$ cat src/rtl/i2s_rx_if.sv
// Output bus of the I2S receiver: the held stereo frame with its valid/ready handshake,
// overrun flag and its clear, and the lock indication.
interface i2s_rx_if #(
    parameter int unsigned DATA_WIDTH = 24
) ();
    logic [DATA_WIDTH-1:0] sample_l;
    logic [DATA_WIDTH-1:0] sample_r;
    logic                  valid;
    logic                  ready;
    logic                  overrun;
    logic                  clear_i;
    logic                  locked;

    modport master (
        output sample_l, sample_r, valid, overrun, locked,
        input  ready, clear_i
    );

    modport slave (
        input  sample_l, sample_r, valid, overrun, locked,
        output ready, clear_i
    );
endinterface

$ cat src/rtl/i2s_rx.sv
// I2S receiver: oversamples BCLK/LRCLK/SDATA in the clk domain, rebuilds left-justified
// PCM words and presents complete stereo frames through a holding register.
module i2s_rx #(
    parameter int unsigned DATA_WIDTH  = 24,
    parameter int unsigned SYNC_STAGES = 2
) (
    input  logic      clk,
    input  logic      rst,
    input  logic      bclk_i,
    input  logic      lrclk_i,
    input  logic      sdata_i,
    i2s_rx_if.master  out_if
);
    localparam int unsigned CntW = $clog2(DATA_WIDTH + 1);

    typedef enum logic [0:0] {StUnlocked, StLocked} lock_e;

    logic [SYNC_STAGES-1:0] bclk_sync_q, lrclk_sync_q, sdata_sync_q;
    logic                   bclk_prev_q, lr_prev_q, cur_ch_q, left_ok_q;
    logic [DATA_WIDTH-1:0]  shreg_q, left_pend_q, sample_l_q, sample_r_q;
    logic [CntW-1:0]        bit_cnt_q;
    logic                   valid_q, overrun_q;
    lock_e                  state_q;

    logic                   bclk_s, lr_s, sd_s, rise;
    logic [DATA_WIDTH-1:0]  shreg_shift, word;
    logic [CntW-1:0]        cnt_shift;

    always_comb begin
        bclk_s      = bclk_sync_q[SYNC_STAGES-1];
        lr_s        = lrclk_sync_q[SYNC_STAGES-1];
        sd_s        = sdata_sync_q[SYNC_STAGES-1];
        rise        = bclk_s & ~bclk_prev_q;
        shreg_shift = shreg_q;
        cnt_shift   = bit_cnt_q;
        // Bits past DATA_WIDTH are dropped; the counter saturates.
        if (bit_cnt_q < CntW'(DATA_WIDTH)) begin
            shreg_shift = {shreg_q[DATA_WIDTH-2:0], sd_s};
            cnt_shift   = bit_cnt_q + CntW'(1);
        end
        // Left-justify short slots by padding zeros below the received bits.
        word = shreg_shift << (CntW'(DATA_WIDTH) - cnt_shift);
    end

    always_ff @(posedge clk or posedge rst) begin
        if (rst) begin
            bclk_sync_q  <= '0;
            lrclk_sync_q <= '0;
            sdata_sync_q <= '0;
            bclk_prev_q  <= 1'b0;
            lr_prev_q    <= 1'b0;
            cur_ch_q     <= 1'b0;
            left_ok_q    <= 1'b0;
            shreg_q      <= '0;
            bit_cnt_q    <= '0;
            left_pend_q  <= '0;
            sample_l_q   <= '0;
            sample_r_q   <= '0;
            valid_q      <= 1'b0;
            overrun_q    <= 1'b0;
            state_q      <= StUnlocked;
        end else begin
            bclk_sync_q  <= {bclk_sync_q[SYNC_STAGES-2:0], bclk_i};
            lrclk_sync_q <= {lrclk_sync_q[SYNC_STAGES-2:0], lrclk_i};
            sdata_sync_q <= {sdata_sync_q[SYNC_STAGES-2:0], sdata_i};
            bclk_prev_q  <= bclk_s;

            if (out_if.clear_i) overrun_q <= 1'b0;
            if (valid_q && out_if.ready) valid_q <= 1'b0;

            if (rise) begin
                shreg_q   <= shreg_shift;
                bit_cnt_q <= cnt_shift;
                lr_prev_q <= lr_s;
                if (lr_s != lr_prev_q) begin
                    shreg_q   <= '0;
                    bit_cnt_q <= '0;
                    cur_ch_q  <= lr_s;
                    unique case (state_q)
                        StUnlocked: state_q <= StLocked;
                        StLocked: begin
                            if (!cur_ch_q) begin
                                left_pend_q <= word;
                                left_ok_q   <= 1'b1;
                            end else if (left_ok_q) begin
                                // Later assignments win over the clear/transfer above.
                                left_ok_q  <= 1'b0;
                                sample_l_q <= left_pend_q;
                                sample_r_q <= word;
                                valid_q    <= 1'b1;
                                if (valid_q && !out_if.ready) overrun_q <= 1'b1;
                            end
                        end
                        default: state_q <= StUnlocked;
                    endcase
                end
            end
        end
    end

    assign out_if.sample_l = sample_l_q;
    assign out_if.sample_r = sample_r_q;
    assign out_if.valid    = valid_q;
    assign out_if.overrun  = overrun_q;
    assign out_if.locked   = (state_q == StLocked);
endmodule

$ cat src/flat_wrapper.sv
// flat-port wrapper written by rule: the top's interface ports become plain ports
module i2s_rx_flat 
#(
    parameter int unsigned DATA_WIDTH  = 24,
    parameter int unsigned SYNC_STAGES = 2
)
  (clk, rst, bclk_i, lrclk_i, sdata_i, out_if_sample_l, out_if_sample_r, out_if_valid, out_if_overrun, out_if_locked, out_if_ready, out_if_clear_i);
  i2s_rx_if #(.DATA_WIDTH(DATA_WIDTH)) out_if_i ();
  input  logic clk;
  input  logic rst;
  input  logic bclk_i;
  input  logic lrclk_i;
  input  logic sdata_i;
  output wire logic [$bits(out_if_i.sample_l)-1:0] out_if_sample_l;
  output wire logic [$bits(out_if_i.sample_r)-1:0] out_if_sample_r;
  output wire logic [$bits(out_if_i.valid)-1:0] out_if_valid;
  output wire logic [$bits(out_if_i.overrun)-1:0] out_if_overrun;
  output wire logic [$bits(out_if_i.locked)-1:0] out_if_locked;
  input wire logic [$bits(out_if_i.ready)-1:0] out_if_ready;
  input wire logic [$bits(out_if_i.clear_i)-1:0] out_if_clear_i;
  assign out_if_sample_l = out_if_i.sample_l;
  assign out_if_sample_r = out_if_i.sample_r;
  assign out_if_valid = out_if_i.valid;
  assign out_if_overrun = out_if_i.overrun;
  assign out_if_locked = out_if_i.locked;
  assign out_if_i.ready = out_if_ready;
  assign out_if_i.clear_i = out_if_clear_i;
  i2s_rx #(.DATA_WIDTH(DATA_WIDTH), .SYNC_STAGES(SYNC_STAGES)) u_core (.clk(clk), .rst(rst), .bclk_i(bclk_i), .lrclk_i(lrclk_i), .sdata_i(sdata_i), .out_if(out_if_i));
endmodule
$ cat config.mk
export PLATFORM = sky130hd
export DESIGN_NAME = i2s_rx_flat
export DESIGN_NICKNAME = d
export VERILOG_FILES = /design/src/rtl/i2s_rx_if.sv /design/src/rtl/i2s_rx.sv /design/src/flat_wrapper.sv
export SDC_FILE = /design/constraint.sdc
export NUM_CORES = 1
export LEC_CHECK = 0
export ABC_AREA = 1
export CAP_MARGIN = 20
export CORE_UTILIZATION = 25
export CTS_BUF_LIST = sky130_fd_sc_hd__clkbuf_8 sky130_fd_sc_hd__clkbuf_16
export DETAILED_ROUTE_END_ITERATION = 7
export PLACE_DENSITY = 0.51
export SKIP_CTS_REPAIR_TIMING = 1
export SLEW_MARGIN = 20
export SYNTH_ARGS = -nofsm -noshare
export SYNTH_HDL_FRONTEND = slang
export SYNTH_SLANG_ARGS = --single-unit
$ cat constraint.sdc
create_clock -name clk -period 10.6 [get_ports clk]
set_clock_uncertainty 0.15 [all_clocks]
set_input_delay 1.06 -clock clk [delete_from_list [all_inputs] [get_ports clk]]
set_output_delay 1.06 -clock clk [all_outputs]
set_load 0.01 [all_outputs]
==> metrics <==
fmax 237 MHz; headroom to the max-slew limit 32.2%; slack of the critical path 6.39 ns; largest driver fanout on the critical path 61; Setup Slack @ Placement 6.40 ns; placed cell count 1,157; area of the die 24,500 um2; synthesized instance count 825; warnings from Yosys 0; class of the tightest hold or removal check reg2reg; starting utilization of the core area 25.5%; Via Count ~5,300; slew at the pin with the worst max-slew slack 1.02 ns; drt drc 0; area of the placeable core 23,500 um2; data required time at the worst endpoint 10.81 ns; design area between 7000 and 8000 um2; worst hold slack 0.197 ns; number of ports placed on the die boundary 58; final global-route overflow total 0; min-delay src u_core.bclk_sync_q[0]; total number of H-tree levels 4; launching instance or port of the critical path u_core.bit_cnt_q[3]; total cell area at the placement stage 6740 um2; root buf cell clkbuf_16; average size of a mapped cell 7.24 um2; Synth-to-Final Area Change 24.0%; final number of setup-violating endpoints 0; Critical R2R Capture u_core.out_if.sample_r[4]; CTS buffer count 17; worst min-delay path endpoint u_core.bclk_sync_q[1]; TritonRoute pass-1 iters 4; leakage power 3.65 nW; startpoint type of the worst setup path register; sum of routed wire length over all layers 16,500 um; final setup TNS 0 ns; worst hold stages 0; number of violations reported at the end of detailed-routing iteration 0 384; Final Util approximately a third; wire length of the first global-routing pass 27,900 um; r2r setup slk 6.39 ns; clock-pin transition on the worst setup and hold timing paths 0.06 ns; Mapped Nets 833; final RePlAce weighted congestion 0.872; Detail Placement HPWL 11,400 um; number of antenna violations at the first check in global routing 0; # nets final 865; fill cell instance count of the final layout 2,540; Chip Height 157 um; wire length per cell after detailed routing between 10 and 15 um; power per unit of standard cell area approximately 200 nW/um2; post-DR vias/cell between 4 and 5; Max Cap Viol 0; final non-filler cell total 1,189; cell depth of the worst flop-to-flop path 12; maximum root-to-sink buffer count 2; number of sinks on the clock net ~110; number of antenna-violating nets in the routed design 0; result of the run completed; peak supply drop 0.0983 mV; Clk Latency, worst-skew pair 0.42 ns; overall track demand over capacity in global routing around 15%; die extent in x roughly 160 um; Cell Rows 56; number of hold-slack violations in the final timing report 0; clock period minus worst slack 4.21 ns; ANT cells 0; TritonCTS clock tree yes; arrival time worst endpoint 4.42 ns; final worst path period share 39.7%; unrepaired setup endpoints after global routing false; Reg-to-Reg Start u_core.bit_cnt_q[3]; number of library cell types mapped by synthesis 26; netlist area before placement 5980 um2; worst setup path class reg2reg; Pins Over Slew Limit 0; largest net degree at the start of global routing 68; share of post-route cells with drive strength above 1 between 6 and 7%; overall power consumption 1.52 mW; flop and latch count out of synthesis 114; vias in the first global route approximately 5,300; count of input and output buffers 57; sequential element share of the synthesized area between 40% and 50%; critical path capture point type register
## worst max-delay path: stages (launching register included)
cell	delay (ns)
dfrtp_1	0.65
nand2_2	0.67
nand2_1	0.21
nand2_1	0.55
nand2_2	0.32
nand2_1	0.11
nand2_1	0.62
nand3_1	0.22
o21ai_1	0.14
nand2_1	0.11
nor2_1	0.18
nand2_1	0.08
nand2_1	0.10
## final cells by class
class                   count  area [um2]  area share (%)
clock buffers              17         425            5.74
flip-flops and latches    114        2850            38.5
multi-input cells         604        2670            36.0
well taps                 319         399            5.38
repair buffers             61         601            8.10
clock inverters            15         243            3.27
inverters                  59         224            3.02
## worst max-delay path by stage
stage                                      endpoint  slack [ns]
after CTS                 u_core.out_if.sample_r[7]        6.39
after global routing      u_core.out_if.sample_r[7]        5.83
after detailed placement  u_core.out_if.sample_r[7]        6.40
after global placement    u_core.out_if.sample_r[7]        6.42
final                     u_core.out_if.sample_r[4]        6.39
after floorplan                  u_core.bclk_prev_q        6.37
## cells in the final DEF, fill, tap and decap left out
| master | n |
|---|---|
| nand2_4 | 2 |
| o22ai_1 | 24 |
| clkdlybuf4s50_1 | 57 |
| inv_1 | 53 |
| clkinv_4 | 2 |
| nand3_1 | 113 |
| inv_2 | 5 |
| dfrtp_1 | 114 |
| bufinv_16 | 5 |
| inv_4 | 1 |
| inv_8 | 2 |
| nand3_2 | 1 |
| o21ai_2 | 1 |
| nor3_2 | 1 |
| clkbuf_16 | 17 |
| o21ai_1 | 40 |
| o211ai_1 | 1 |
| o21ai_0 | 33 |
| nor4_1 | 1 |
| a21oi_1 | 1 |
| nand2_2 | 6 |
| inv_6 | 6 |
| nand4_1 | 2 |
| nor2_2 | 5 |
| nor2_1 | 14 |
| nand2_1 | 356 |
| ha_1 | 1 |
| xor2_4 | 1 |
| buf_4 | 4 |
| or2_1 | 1 |
## where the power goes
part	internal, mW	switching, mW	leakage (nW)
Clock	0.425	0.232	0.328
Sequential	0.468	0.0209	1.56
Combinational	0.118	0.259	1.76
Total	1.01	0.511	3.65
## cells in the mapped netlist
cell type	n	area, um2
nor2_2	4	25.0
nand2_2	6	37.5
o22ai_1	24	150
nor4_1	1	6.26
buf_2	22	110
nand4_1	2	12.5
clkbuf_1	17	63.8
nand2_4	2	22.5
o21ai_1	40	200
a21oi_1	1	5.00
inv_2	5	18.8
buf_1	2	7.51
nand2_1	356	1340
or2_1	1	6.26
ha_1	1	12.5
buf_6	2	22.5
inv_1	54	203
o21ai_2	1	8.76
o211ai_1	1	7.51
nor2_1	15	56.3
xor2_4	1	27.5
dfrtp_1	114	2850
nand3_1	114	571
nor3_2	1	10.0
buf_4	5	37.5
o21ai_0	33	165
## logic make-up after synthesis
logic type,Yosys count,synth area share [%]
simple gates,502,34.9
flops,114,47.7
buf+inv,107,7.75
compound gates,100,8.98
xor+xnor,1,0.461
fa+ha+maj,1,0.209
## sequential cells by signal, summed over array words and instances, names as in the netlist, 2 cells and up
signal / flops
u_core.out_if.sample_l: 24
u_core.bclk_sync_q: 2
u_core.lrclk_sync_q: 2
u_core.bit_cnt_q: 5
u_core.shreg_q: 24
u_core.out_if.sample_r: 24
u_core.sdata_sync_q: 2
u_core.left_pend_q: 24
## layer usage
layer	GRT usage (%)	vias up	wire length [um]
li1	-	2721	-
met1	20.2	2486	8190
met2	22.8	84	7470
met3	3.57	15	603
met4	4.34	0	225
met5	0	-	0
Note: power is estimated with default switching activity, not from simulation.
